## src/rtl/uart_rx_fsm.sv

```systemverilog
// UART 8N1 receiver running entirely on hwclk.
// The RX line is synchronised, a start edge phase-aligns an internal
// oversampling divider, and each bit is sampled at its centre. Received
// bytes leave on a valid/ready handshake alongside framing-error and
// overrun pulses.
module uart_rx_fsm #(
    parameter int CNTR_W      = 32,
    parameter int SOURCE_CLK  = 12000000,
    parameter int TARGET_CLK  = 9600,
    parameter int OVERSAMPLE  = 16,
    parameter int FRAME_WIDTH = 8
) (
    input  logic                   hwclk,
    input  logic                   rst,
    input  logic                   ftdi_rx,
    output logic [FRAME_WIDTH-1:0] rx_data,
    output logic                   rx_valid,
    input  logic                   rx_ready,
    output logic                   frame_err,
    output logic                   overrun,
    output logic                   rx_active
);

    localparam int DIV   = SOURCE_CLK / (TARGET_CLK * OVERSAMPLE);
    localparam int OS_W  = $clog2(OVERSAMPLE);
    localparam int BIT_W = (FRAME_WIDTH > 1) ? $clog2(FRAME_WIDTH) : 1;

    localparam logic [CNTR_W-1:0] DIV_LAST = CNTR_W'(DIV - 1);
    localparam logic [OS_W-1:0]   OS_MID   = OS_W'(OVERSAMPLE / 2 - 1);
    localparam logic [OS_W-1:0]   OS_LAST  = OS_W'(OVERSAMPLE - 1);
    localparam logic [BIT_W-1:0]  BIT_LAST = BIT_W'(FRAME_WIDTH - 1);

    localparam logic [1:0] ST_IDLE  = 2'd0;
    localparam logic [1:0] ST_START = 2'd1;
    localparam logic [1:0] ST_DATA  = 2'd2;
    localparam logic [1:0] ST_STOP  = 2'd3;

    logic                   rx_meta_r;
    logic                   rx_s_r;
    logic                   rx_prev_r;
    logic [CNTR_W-1:0]      div_cnt_r;
    logic [OS_W-1:0]        os_cnt_r;
    logic [BIT_W-1:0]       bit_cnt_r;
    logic [1:0]             state_r;
    logic [FRAME_WIDTH-1:0] shreg_r;

    logic       tick_s;
    logic       fall_s;
    logic [1:0] state_nxt_s;
    logic       start_s;
    logic       os_clr_s;
    logic       os_inc_s;
    logic       bit_inc_s;
    logic       bit_clr_s;
    logic       shift_s;
    logic       load_s;
    logic       ferr_s;

    // Next-state and per-cycle event decode for the receive FSM.
    always_comb begin
        tick_s      = (div_cnt_r == DIV_LAST);
        fall_s      = rx_prev_r & ~rx_s_r;
        state_nxt_s = state_r;
        start_s     = 1'b0;
        os_clr_s    = 1'b0;
        os_inc_s    = 1'b0;
        bit_inc_s   = 1'b0;
        bit_clr_s   = 1'b0;
        shift_s     = 1'b0;
        load_s      = 1'b0;
        ferr_s      = 1'b0;
        case (state_r)
            ST_IDLE: begin
                // Only a true high-to-low transition arms the receiver, so a
                // line held in break after a framing error stays ignored.
                if (fall_s) begin
                    state_nxt_s = ST_START;
                    start_s     = 1'b1;
                end else begin
                    state_nxt_s = ST_IDLE;
                end
            end
            ST_START: begin
                if (tick_s && (os_cnt_r == OS_MID)) begin
                    os_clr_s    = 1'b1;
                    state_nxt_s = rx_s_r ? ST_IDLE : ST_DATA;
                end else if (tick_s) begin
                    os_inc_s = 1'b1;
                end else begin
                    os_inc_s = 1'b0;
                end
            end
            ST_DATA: begin
                if (tick_s && (os_cnt_r == OS_LAST)) begin
                    os_clr_s = 1'b1;
                    shift_s  = 1'b1;
                    if (bit_cnt_r == BIT_LAST) begin
                        bit_clr_s   = 1'b1;
                        state_nxt_s = ST_STOP;
                    end else begin
                        bit_inc_s = 1'b1;
                    end
                end else if (tick_s) begin
                    os_inc_s = 1'b1;
                end else begin
                    os_inc_s = 1'b0;
                end
            end
            ST_STOP: begin
                if (tick_s && (os_cnt_r == OS_LAST)) begin
                    os_clr_s    = 1'b1;
                    state_nxt_s = ST_IDLE;
                    if (rx_s_r) begin
                        load_s = 1'b1;
                    end else begin
                        ferr_s = 1'b1;
                    end
                end else if (tick_s) begin
                    os_inc_s = 1'b1;
                end else begin
                    os_inc_s = 1'b0;
                end
            end
            default: begin
                state_nxt_s = ST_IDLE;
            end
        endcase
    end

    // Two-flop synchroniser on the async RX line plus previous sample for edge detect.
    always_ff @(posedge hwclk) begin
        if (rst) begin
            rx_meta_r <= 1'b1;
            rx_s_r    <= 1'b1;
            rx_prev_r <= 1'b1;
        end else begin
            rx_meta_r <= ftdi_rx;
            rx_s_r    <= rx_meta_r;
            rx_prev_r <= rx_s_r;
        end
    end

    // Oversample tick divider, re-phased to the start edge.
    always_ff @(posedge hwclk) begin
        if (rst) begin
            div_cnt_r <= {CNTR_W{1'b0}};
        end else if (start_s || tick_s) begin
            div_cnt_r <= {CNTR_W{1'b0}};
        end else begin
            div_cnt_r <= div_cnt_r + CNTR_W'(1);
        end
    end

    // Sample-within-bit and bit-within-frame counters.
    always_ff @(posedge hwclk) begin
        if (rst) begin
            os_cnt_r  <= {OS_W{1'b0}};
            bit_cnt_r <= {BIT_W{1'b0}};
        end else begin
            if (start_s || os_clr_s) begin
                os_cnt_r <= {OS_W{1'b0}};
            end else if (os_inc_s) begin
                os_cnt_r <= os_cnt_r + OS_W'(1);
            end else begin
                os_cnt_r <= os_cnt_r;
            end
            if (start_s || bit_clr_s) begin
                bit_cnt_r <= {BIT_W{1'b0}};
            end else if (bit_inc_s) begin
                bit_cnt_r <= bit_cnt_r + BIT_W'(1);
            end else begin
                bit_cnt_r <= bit_cnt_r;
            end
        end
    end

    // FSM state register and LSB-first deserialiser.
    always_ff @(posedge hwclk) begin
        if (rst) begin
            state_r <= ST_IDLE;
            shreg_r <= {FRAME_WIDTH{1'b0}};
        end else begin
            state_r <= state_nxt_s;
            if (shift_s) begin
                shreg_r <= {rx_s_r, shreg_r[FRAME_WIDTH-1:1]};
            end else begin
                shreg_r <= shreg_r;
            end
        end
    end

    // Registered handshake, status pulses and activity flag.
    always_ff @(posedge hwclk) begin
        if (rst) begin
            rx_data   <= {FRAME_WIDTH{1'b0}};
            rx_valid  <= 1'b0;
            frame_err <= 1'b0;
            overrun   <= 1'b0;
            rx_active <= 1'b0;
        end else begin
            frame_err <= ferr_s;
            // Overwriting is only an overrun when the old byte is not being taken this cycle.
            overrun   <= load_s & rx_valid & ~rx_ready;
            rx_active <= (state_nxt_s != ST_IDLE);
            if (load_s) begin
                rx_data  <= shreg_r;
                rx_valid <= 1'b1;
            end else if (rx_valid && rx_ready) begin
                rx_data  <= rx_data;
                rx_valid <= 1'b0;
            end else begin
                rx_data  <= rx_data;
                rx_valid <= rx_valid;
            end
        end
    end

endmodule
```

## config.mk

```make
export PLATFORM = sky130hd
export DESIGN_NAME = uart_rx_fsm
export DESIGN_NICKNAME = d
export VERILOG_FILES = /design/src/rtl/uart_rx_fsm.sv
export SDC_FILE = /design/constraint.sdc
export NUM_CORES = 1
export LEC_CHECK = 0
export CORE_ASPECT_RATIO = 1.25
export CORE_MARGIN = 3
export CORE_UTILIZATION = 42
export DETAILED_ROUTE_END_ITERATION = 12
export PLACE_DENSITY = 0.68
export SKIP_LAST_GASP = 1
export SYNTH_ARGS = -nofsm -noshare
export SYNTH_HDL_FRONTEND = slang
export SYNTH_SLANG_ARGS = --single-unit
export TNS_END_PERCENT = 50
```

## constraint.sdc

```tcl
create_clock -name hwclk -period 1.9 [get_ports hwclk]
set_input_delay 0.285 -clock hwclk [delete_from_list [all_inputs] [get_ports hwclk]]
set_output_delay 0.285 -clock hwclk [all_outputs]
set_load 0.005 [all_outputs]
```

==> impl_metrics.json, run 1 <==
{
  "syn_inst": 316,
  "startpoint_type": "flop",
  "syn_area_per_cell_um2": 9.15,
  "ir_worst_vdd_v": 0.000536,
  "synthDistinctLibCells": 40,
  "yosys.area.top_type": "dfxtp_1",
  "whs_path_depth": 1,
  "rsz0062_at_grt": "yes",
  "fp.coreArea_mm2": 0.00661,
  "ys.warnings.count": 0,
  "cap_violations": 0,
  "report.final.slew_viol_count": 0,
  "grt_max_degree": 33,
  "r2r_slack_ns": 0.005,
  "grt_pass1_vias": 2359,
  "hold_start": "rx_meta_r",
  "syn_nets": 325,
  "nFillCells": 588,
  "r2r_cells": 7,
  "worstPathRequired_ns": 2.19,
  "die_width_um": 80.2,
  "fmax_mhz": 528,
  "ys_top_cells_by_area": "dfxtp_1 44%, nor2_1 6.0%, xor2_1 5.4%",
  "yosys.area.top_type_share": 0.443,
  "synth_edf_count": 0,
  "synth-async-reset-ratio": 0,
  "grt_pass1_wl_um": 10300,
  "seq_area_frac_synth": 0.443,
  "cts_root_buffer": "clkbuf_8",
  "p_leak_nw": 1.45,
  "drt_iter0_drc": 55,
  "syn_area_mm2": 0.00289,
  "setup_violations": 0,
  "cts_tree": "yes",
  "synth_ff_type": "dfxtp_1",
  "drt-wirelength-per-cell_um": 12.8,
  "clkTransAtPathRegs_ns": 0.08,
  "via_per_inst": 5.10,
  "drc": 0,
  "run_status": "finished, final reports clean",
  "hold-path-endpoint": "rx_s_r",
  "final_util": 0.582,
  "port_buffers": 15,
  "fin_crit_sh": 0.997,
  "gp_congestion": 0.827,
  "setup_tns_ns": 0,
  "numCtsBuffers": 9,
  "antenna_found_initial": 0,
  "fp.dieArea_mm2": 0.00793,
  "fin_crit_ns": 1.90,
  "drt_pre_antenna_iters": 4,
  "hpwlAfterDp_um": 4270,
  "synth-seq-cells": 64,
  "wl_um": 6040,
  "hold_violations": 0,
  "htree_levels": 3,
  "end_kind": "flop",
  "timing.rr.end": "bit_cnt_r[0]",
  "power_density_mw_per_mm2": 763,
  "ant_nets": 0,
  "hold_buffers": 0,
  "start_util": 0.438,
  "worstMarginPinSlew_ns": 0.390,
  "n_antenna_cell": 0,
  "nets": 390,
  "path_max_fanout": 4,
  "groute.usage.overall": 0.167,
  "die_y_um": 98.8,
  "drive_gt1_frac": 0.259,
  "slew-limit-headroom": 0.736,
  "gr-total-overflow": 0,
  "cts_sinks": 64,
  "arrival_ns": 2.18,
  "clock_path_buffers": 2,
  "hold_class": "flop to flop",
  "timing.rr.start": "div_cnt_r[1]",
  "finClkSkew_ns": 0.0101,
  "clk_latency_ns": 0.35,
  "area_growth_syn_to_layout_pct": 32.8,
  "rows": 33,
  "ios": 16,
  "worstSetupPathType": "flop to flop",
  "vias": 2411
}
[sequential cells by signal (all words and copies together), names as in the netlist]
name and cells:
rx_prev_r 1, os_cnt_r 4, state_r 2, shreg_r 8
rx_s_r 1, rx_meta_r 1, rx_valid 1, rx_data 8
overrun 1, rx_active 1, frame_err 1, bit_cnt_r 3
div_cnt_r 32
[metal layers]
layer | part of all wire | vias up | track usage | wire length (um)
li1 | - | 1229 | - | -
met1 | 0.43 | 1143 | 0.190 | 2600
met2 | 0.53 | 27 | 0.286 | 3180
met3 | 0.021 | 12 | 0.0329 | 126
met4 | 0.023 | 0 | 0.0949 | 141
met5 | 0 | - | 0 | 0
[Yosys cell counts (all sizes together) (2+ instances only)]
cell type	n
dfxtp	64
nor2	46
nand2	36
a21oi	20
xor2	18
nand4	16
nor4	12
clkbuf	10
xnor2	10
nand3	9
o21ai	9
and3	8
mux2i	8
inv	7
or2	7
or3	6
ha	5
nand2b	4
nand3b	3
and2	2
nor3	2
nor4b	2
[cell families after synthesis]
group,synth area share
and+or+nand+nor,0.325
DFF,0.443
AOI/OAI and AO/OA,0.0731
xor gates and xnor gates,0.0848
buffers and inverters,0.0247
muxes,0.0277
adders and majority gates,0.0216
[worst max path at each step]
stage,depth (start not counted),start,slack (ns),endpoint
4_1_cts,9,div_cnt_r[1],-0.04,rx_data[7]
5_1_grt,5,div_cnt_r[20],-0.11,bit_cnt_r[0]
2_1_floorplan,7,div_cnt_r[1],-0.009,bit_cnt_r[0]
6_report,7,div_cnt_r[1],0.005,bit_cnt_r[0]
3_5_place_dp,9,div_cnt_r[1],-0.06,rx_data[7]
3_3_place_gp,5,div_cnt_r[30],0.02,bit_cnt_r[0]
[stage by stage]
step	instance area, um2	std cells	hold WS (ns)	total power [mW]	setup slack, ns
finish	3840	473	0.424	2.93	0.00485
global route	3840	473	0.424	3.02	-0.111
CTS	3760	471	0.423	2.95	-0.0404
detailed placement	3490	454	0.404	1.48	-0.0639
global placement	3490	454	0.404	1.48	0.0228
floorplan	2890	316	0.365	1.44	-0.00884
[layout by cell type (no fill, tap or decap), types with 2 or more instances in the layout]
cell,instances
nand4_1,12
bufinv_16,3
o21ai_0,9
a21oi_2,3
nand4_4,3
clkbuf_8,9
xnor2_1,10
xor2_1,18
ha_1,4
or2_2,5
nand3b_1,3
nor2_1,46
nor4_2,3
buf_4,44
nor3_1,2
and2_1,2
clkdlybuf4s50_1,15
inv_1,6
nor4_4,7
or3_1,6
buf_12,2
nand2b_1,4
nor4_1,2
or2_1,2
buf_6,3
nand2_2,2
nand2_1,34
inv_6,3
nand3_1,8
mux2i_1,8
dfxtp_1,61
and3_1,8
a21oi_1,17
dfxtp_2,3
[worst max-delay path, cell delays in order, from the launching register on]
cell and delay (ns):
dfxtp_2 0.33, inv_2 0.06, ha_4 0.11, nor4b_4 0.24
nand4_4 0.15, or4_4 0.50, or3_1 0.32, a21oi_1 0.12
[repair_timing]
action	CTS	global route
cloned	0	1
hold endpoints to repair	0	0
pin swaps	3	12
gates resized for setup	6	14
endpoints found under the setup margin	10	56
buffers inserted	1	1
[cell type report]
| cell class | count | area [um2] | area share |
|---|---|---|---|
| clock inverters | 7 | 125 | 0.0326 |
| repair buffers | 65 | 559 | 0.146 |
| inverters | 7 | 26.3 | 0.00684 |
| multi-input cells | 234 | 1610 | 0.420 |
| flip-flops and latches | 64 | 1280 | 0.334 |
| clock buffers | 9 | 124 | 0.0322 |
| well taps | 87 | 109 | 0.0283 |
[report_power, final]
| group | internal (mW) | switching (mW) | leakage (nW) |
|---|---|---|---|
| registers | 1.35 | 0.0102 | 0.518 |
| clock network | 0.887 | 0.587 | 0.125 |
| logic | 0.0431 | 0.0511 | 0.810 |
Note: power is estimated with default switching activity, not from simulation.
==> run 2: changes to the inputs <==
--- a/config.mk
+++ b/config.mk
@@ -9,7 +9,9 @@
 export CORE_MARGIN = 3
 export CORE_UTILIZATION = 42
 export DETAILED_ROUTE_END_ITERATION = 12
+export MAX_ROUTING_LAYER = met4
 export PLACE_DENSITY = 0.68
+export SKIP_CTS_REPAIR_TIMING = 1
 export SKIP_LAST_GASP = 1
 export SYNTH_ARGS = -nofsm -noshare
 export SYNTH_HDL_FRONTEND = slang
==> run 2 against run 1 <==
Net effect: the run now ends with setup timing left; final cell count is 0.21% higher; critical path type unchanged; utilization is 0.38 points higher; final area is 0.65% higher; non-clock buffer count is 1 higher; critical endpoint is now rx_data[7]; first-iteration DRC count is 44% higher.
==> impl_metrics.json, run 2 (same netlist as run 1, synthesis figures left out) <==
{
  "cts_tree": "yes",
  "nets": 391,
  "largest_register_ffs": 32,
  "arrival_ns": 2.18,
  "rsz0062_at_grt": "yes",
  "power_density_mw_per_mm2": 760,
  "stdcell_count": 474,
  "setup_violations": 5,
  "drt_iter0_drc": 79,
  "cap_violations": 0,
  "finClkSkew_ns": 0.00666,
  "p_leak_nw": 1.47,
  "nFillCells": 580,
  "path_cells": "inv_2 > ha_4 > nor4b_4 > nand4_4 > buf_6 > nor4_4 > buf_12 > mux2i_1 > nor2_1",
  "cts_sinks": 64,
  "cpPeakStageDelay_ns": 0.33,
  "report.final.slew_viol_count": 0,
  "worstSetupPathType": "flop to flop",
  "htree_levels": 3,
  "drc": 0,
  "drt-wirelength-per-cell_um": 13.4,
  "cts_root_buffer": "clkbuf_8",
  "ios": 16,
  "drive_gt1_frac": 0.253,
  "grt_max_degree": 33,
  "hold_class": "flop to flop",
  "ir_worst_vdd_v": 0.000561,
  "hold_violations": 0,
  "placed_cell_area_mm2": 0.00349,
  "drt_pre_antenna_iters": 4,
  "clkTransAtPathRegs_ns": 0.08,
  "die_y_um": 98.8,
  "vias": 2415,
  "setup_tns_ns": -0.0695,
  "worstPathRequired_ns": 2.15,
  "clock_path_buffers": 2,
  "final_common_cell": "dfxtp_1",
  "n_antenna_cell": 0,
  "die_width_um": 80.2,
  "ant_nets": 0,
  "layout_setup_ws_ns": -0.0343,
  "fin_crit_ns": 1.93,
  "start_util": 0.438,
  "fin_crit_sh": 1.02,
  "numCtsBuffers": 9,
  "groute.usage.overall": 0.171,
  "rows": 33,
  "port_buffers": 15,
  "clk_latency_ns": 0.35,
  "final_cell_mix": "62 x dfxtp_1, 46 x nor2_1, 46 x buf_4",
  "run_status": "complete, but fails checks",
  "via_per_inst": 5.09,
  "cpMaxStageDelayCell": "dfxtp_2",
  "area_growth_syn_to_layout_pct": 33.7,
  "dp.cells": 454,
  "failed_checks": "setup timing",
  "reg.largest.list": "div_cnt_r x32, rx_data x8, shreg_r x8",
  "path_max_fanout": 8,
  "fp.dieArea_mm2": 0.00793,
  "final_util": 0.585,
  "end_kind": "flop",
  "grt_pass1_vias": 2345,
  "worstMarginPinSlew_ns": 0.391,
  "top_register": "div_cnt_r",
  "hpwlAfterDp_um": 4270,
  "grt_pass1_wl_um": 10300,
  "wl_um": 6330,
  "fin_area_mm2": 0.00387,
  "antenna_found_initial": 0,
  "fmax_mhz": 517,
  "gr-total-overflow": 0,
  "slew-limit-headroom": 0.736,
  "startpoint_type": "flop",
  "gp_congestion": 0.840,
  "fp.coreArea_mm2": 0.00661
}
-- run 2: cell types whose count changed in the layout (fill, tap and decap cells not counted), moves of 2 or more --
cell,before,now
nand2_2,2,0
a21oi_1,17,19
buf_4,44,46
nand2_1,34,36
a21oi_2,3,1
-- run 2: report_power, final --
group	switching (mW)	internal [mW]	total, mW
clock network	0.583	0.887	1.47
logic	0.0560	0.0506	0.107
registers	0.00989	1.35	1.36
-- run 2: area by class of cell --
type	count	area (um2)	area share
Clock buffer	9	124	0.0320
Inverter	7	26.3	0.00679
Multi-Input combinational cell	234	1620	0.418
Tap cell	87	109	0.0281
Clock inverter	7	125	0.0324
Timing Repair Buffer	66	583	0.151
Sequential cell	64	1280	0.332
-- run 2: critical path: cells and delay by family (launching register included) --
| kind | cells | cell delay (ns) |
|---|---|---|
| DFF | 1 | 0.33 |
| muxes | 1 | 0.21 |
| and+or+nand+nor | 4 | 0.77 |
| adders and majority gates | 1 | 0.11 |
| buffers and inverters | 3 | 0.40 |
-- run 2: metrics by stage --
step	power (mW)	setup WS [ns]	hold WS, ns
global placement	1.48	0.0228	0.404
floorplan	1.44	-0.00884	0.365
detailed placement	1.48	-0.0639	0.404
global route	3.03	-0.122	0.424
finish	2.94	-0.0343	0.422
CTS	2.95	-0.0748	0.423
-- run 2: per-layer routing --
| layer | up-vias | GRT usage | wire length [um] |
|---|---|---|---|
| met5 | - | - | 0 |
| met4 | 0 | 0.0871 | 205 |
| met3 | 15 | 0.0356 | 139 |
| met2 | 29 | 0.286 | 3350 |
| met1 | 1139 | 0.188 | 2640 |
| li1 | 1232 | - | - |
-- run 2: path summary, 6_finish.rpt --
kind / startpoint / endpoint / slack (ns) / cells after the start
worst min register to register: rx_meta_r / rx_s_r / 0.42 / 1
worst max-delay path: div_cnt_r[1] / rx_data[7] / -0.03 / 9
worst min-delay path: rx_meta_r / rx_s_r / 0.42 / 1
worst max register to register: div_cnt_r[1] / rx_data[7] / -0.03 / 9
==> run 3: changes to the inputs <==
==> constraint.sdc (replaced) <==
create_clock -name hwclk -period 1.65 [get_ports hwclk]
set_input_delay 0.2475 -clock hwclk [delete_from_list [all_inputs] [get_ports hwclk]]
set_output_delay 0.2475 -clock hwclk [all_outputs]
set_load 0.005 [all_outputs]
==> run 3 against run 2 <==
Net effect: final area is 4.1% higher; global-route usage is 1.3 points higher; die area is the same; first-iteration DRC count fell by 8.9%; final cell count rose by 5.1%; the flow still finishes with violations (setup timing); clock skew rose by 0.0017 ns; non-clock buffer count rose by 24; via count is 6.3% higher.
==> impl_metrics.json, run 3 (same netlist as run 1, synthesis figures left out) <==
{
  "area_growth_syn_to_layout_pct": 39.2,
  "hpwlAfterDp_um": 4750,
  "hold_violations": 0,
  "report.final.slew_viol_count": 0,
  "vias": 2567,
  "gr-total-overflow": 0,
  "nets": 415,
  "placed_cell_area_mm2": 0.00368,
  "die_width_um": 80.2,
  "numCtsBuffers": 9,
  "cpMaxStageDelayCell": "or4_4",
  "cts_sinks": 64,
  "failed_checks": "setup timing",
  "clk_latency_ns": 0.35,
  "slew-limit-headroom": 0.737,
  "drc": 0,
  "fin_crit_sh": 1.17,
  "port_buffers": 15,
  "final_util": 0.610,
  "cts_tree": "yes",
  "gp_congestion": 0.905,
  "start_util": 0.438,
  "r2r_cells": 6,
  "n_antenna_cell": 0,
  "arrival_ns": 2.22,
  "ir_worst_vdd_v": 0.000497,
  "worstPathRequired_ns": 1.93,
  "ios": 16,
  "fp.dieArea_mm2": 0.00793,
  "cap_violations": 0,
  "final_cell_mix": "68 x buf_4, 58 x dfxtp_1, 45 x nor2_1",
  "fmax_mhz": 516,
  "drt-wirelength-per-cell_um": 13.5,
  "largest_register_ffs": 32,
  "whs_path_depth": 1,
  "grt_max_degree": 33,
  "cts_root_buffer": "clkbuf_8",
  "setup_violations": 58,
  "reg.largest.list": "div_cnt_r x32, rx_data x8, shreg_r x8",
  "via_per_inst": 5.15,
  "top_register": "div_cnt_r",
  "grt_pass1_vias": 2546,
  "rsz0062_at_grt": "yes",
  "fin_crit_ns": 1.94,
  "htree_levels": 3,
  "drive_gt1_frac": 0.331,
  "run_status": "complete, but fails checks",
  "drt_pre_antenna_iters": 4,
  "fin_area_mm2": 0.00403,
  "power_density_mw_per_mm2": 728,
  "worstSetupPathType": "flop to flop",
  "finClkSkew_ns": 0.00833,
  "fp.coreArea_mm2": 0.00661,
  "ant_nets": 0,
  "hold_class": "flop to flop",
  "pre_cts_slack_ns": -0.292,
  "path_cells": "ha_4 > nor4b_4 > nand4_4 > or4_4 > or3_4 > a21oi_2",
  "end_kind": "flop",
  "r2r_slack_ns": -0.29,
  "startpoint_type": "flop",
  "final_common_cell": "buf_4",
  "rows": 33,
  "layout_setup_ws_ns": -0.289,
  "die_y_um": 98.8,
  "p_leak_nw": 1.57,
  "clock_path_buffers": 2,
  "clkTransAtPathRegs_ns": 0.08,
  "cpPeakStageDelay_ns": 0.55,
  "antenna_found_initial": 0,
  "groute.usage.overall": 0.184,
  "worstMarginPinSlew_ns": 0.393,
  "drt_iter0_drc": 72,
  "path_max_fanout": 4,
  "setup_tns_ns": -9.42,
  "grt_pass1_wl_um": 11000,
  "nFillCells": 568,
  "wl_um": 6750
}
-- run 3: path summary, 6_finish.rpt --
check,startpoint,end
setup / recovery,div_cnt_r[0],bit_cnt_r[0]
hold / removal,rx_meta_r,rx_s_r
setup reg to reg,div_cnt_r[0],bit_cnt_r[0]
hold reg to reg,rx_meta_r,rx_s_r
-- run 3: routing by layer --
metal,part of all wire,vias up,track usage
met1,0.42,1230,0.194
met4,0.030,0,0.0962
li1,-,1280,-
met3,0.022,20,0.0384
met2,0.53,37,0.316
met5,0,-,-
-- run 3: stage by stage --
step	total power, mW	hold WS, ns	instances
after global placement	1.71	0.405	478
final	2.93	0.427	498
after CTS	2.93	0.436	494
after detailed placement	1.71	0.404	478
after floorplan	1.66	0.327	316
after global routing	3.04	0.443	498
-- run 3: final cells by class --
class	instances	area (um2)	area share
well taps	87	109	0.0270
clock inverters	7	56.3	0.0140
inverters	7	26.3	0.00652
flip-flops and latches	64	1290	0.320
repair buffers	90	771	0.191
clock buffers	9	124	0.0308
multi-input cells	234	1650	0.410
-- run 3: critical path, delay by kind of cell, from the launching register on --
family | cells | cell delay, ns
AO/OA/AOI/OAI | 1 | 0.11
adder cells (fa/ha/maj) | 1 | 0.13
AND/OR/NAND/NOR | 4 | 1.27
flip-flops | 1 | 0.36
-- run 3: power by group --
| group | switching [mW] | internal [mW] |
|---|---|---|
| logic | 0.0684 | 0.0621 |
| clock network | 0.678 | 0.556 |
| registers | 0.0111 | 1.56 |
| total | 0.758 | 2.17 |
==> RTL change (settings of run 1) <==
The parameter `CNTR_W` goes from 32 to 48.
--- a/src/rtl/uart_rx_fsm.sv
+++ b/src/rtl/uart_rx_fsm.sv
@@ -4,7 +4,7 @@
 // bytes leave on a valid/ready handshake alongside framing-error and
 // overrun pulses.
 module uart_rx_fsm #(
-    parameter int CNTR_W      = 32,
+    parameter int CNTR_W      = 48,
     parameter int SOURCE_CLK  = 12000000,
     parameter int TARGET_CLK  = 9600,
     parameter int OVERSAMPLE  = 16,
Check against the original RTL: no difference found for any inputs over 10 cycles, from zero or initial values and one cycle with rst high; that may be too few to reach the edited logic, so the function may still have changed.
==> RTL change against run 1 <==
The flow now finishes with violations (negative setup slack). Setup slack lost 240 ps. Core utilization increased by 6.7 points. Sequential cell count rose by 16. Final cell count increased by 41%. Global-route usage increased by 4.8 points. Via count increased by 58%. Synthesized area up 27%. Final area rose by 41%. Die area is 25% higher. Sequential share of layout area shrank 3.2 points. Total power increased by 4.1%. Routed wire length grew 85%. Critical path type unchanged. Critical endpoint is now div_cnt_r[39]$_SDFF_PP0_. Largest power group is now sequential cells. Highest routed layer unchanged.
==> RTL change: results (changes against run 1) <==
[status]
status = complete, but fails checks
violations = negative setup slack

[floorplan]
row_count = 37  ; +12%

[timing]
fin_ws_ps = -232.2  ; -237.1 ps
setup_viol = 76  ; +76

[layout]
nonClockBufferCount = 130  ; +100%
buf_share_pct = 21.40  ; +6.8 points
multi_input_area_share_pct = 42.03  ; about the same
final-clk-cell-share_pct = 3.360  ; -3.1 points
nets = 555  ; +42%
nNonClkInverters = 4  ; -3
num-fill-cells = 633  ; +7.7%
nClkBuffers = 11  ; +2
seq_area_sq_um = 1644  ; +28%

[routing]
firstDrtPassIters = 5  ; +1
drtIter0Drc = 276  ; +400%
wl_met2_um = 5757  ; +81%

[logic_synthesis]
ys_seq_area_share_pct = 43.66  ; -0.63 points
ys_types = 39  ; -2.5%
netlist_top_cells_count = dfxtp_1, nor2_1, a21oi_1
syn_inst = 427  ; +35%

[power_and_ir_drop]
ir_worst_vdd_mv = 0.4769  ; -11%

[cts]
clock_latency_ps = 370  ; +20 ps

[grt]
grt_pass1_wl_um = 16840  ; +63%
first_global_vias = 3583  ; +52%

[placement]
placed_cell_area_sq_um = 4567  ; +31%

[worst_setup_path]
arrival_ps = 2430  ; +250 ps
critPathMaxFanout = 8  ; +4

==> RTL change: kinds of logic after synthesis <==
group / after synthesis / synth area share [%]
compound gates: 71 / 10.81
xor+xnor: 30 / 7.162
fa+ha+maj: 5 / 1.705
buf+inv: 27 / 3.376
flops: 80 / 43.66
mux: 9 / 2.456
simple gates: 205 / 30.83
==> RTL change: power by group <==
part	switching [uW]	internal, uW	total [uW]
sequential	7.81	1680	1690
combinational	97.3	102	200
clock	647	519	1170
total	752	2300	3050
==> RTL change: path summary, 6_finish.rpt <==
kind                                         startpoint                  endpoint  slack, ps  cells past startpoint
worst max-delay path            div_cnt_r[8]$_SDFF_PP0_  div_cnt_r[39]$_SDFF_PP0_       -230                      6
worst max register to register  div_cnt_r[8]$_SDFF_PP0_  div_cnt_r[39]$_SDFF_PP0_       -230                      6
worst min-delay path               rx_meta_r$_SDFF_PP1_         rx_s_r$_SDFF_PP1_        420                      1
worst min register to register     rx_meta_r$_SDFF_PP1_         rx_s_r$_SDFF_PP1_        420                      1
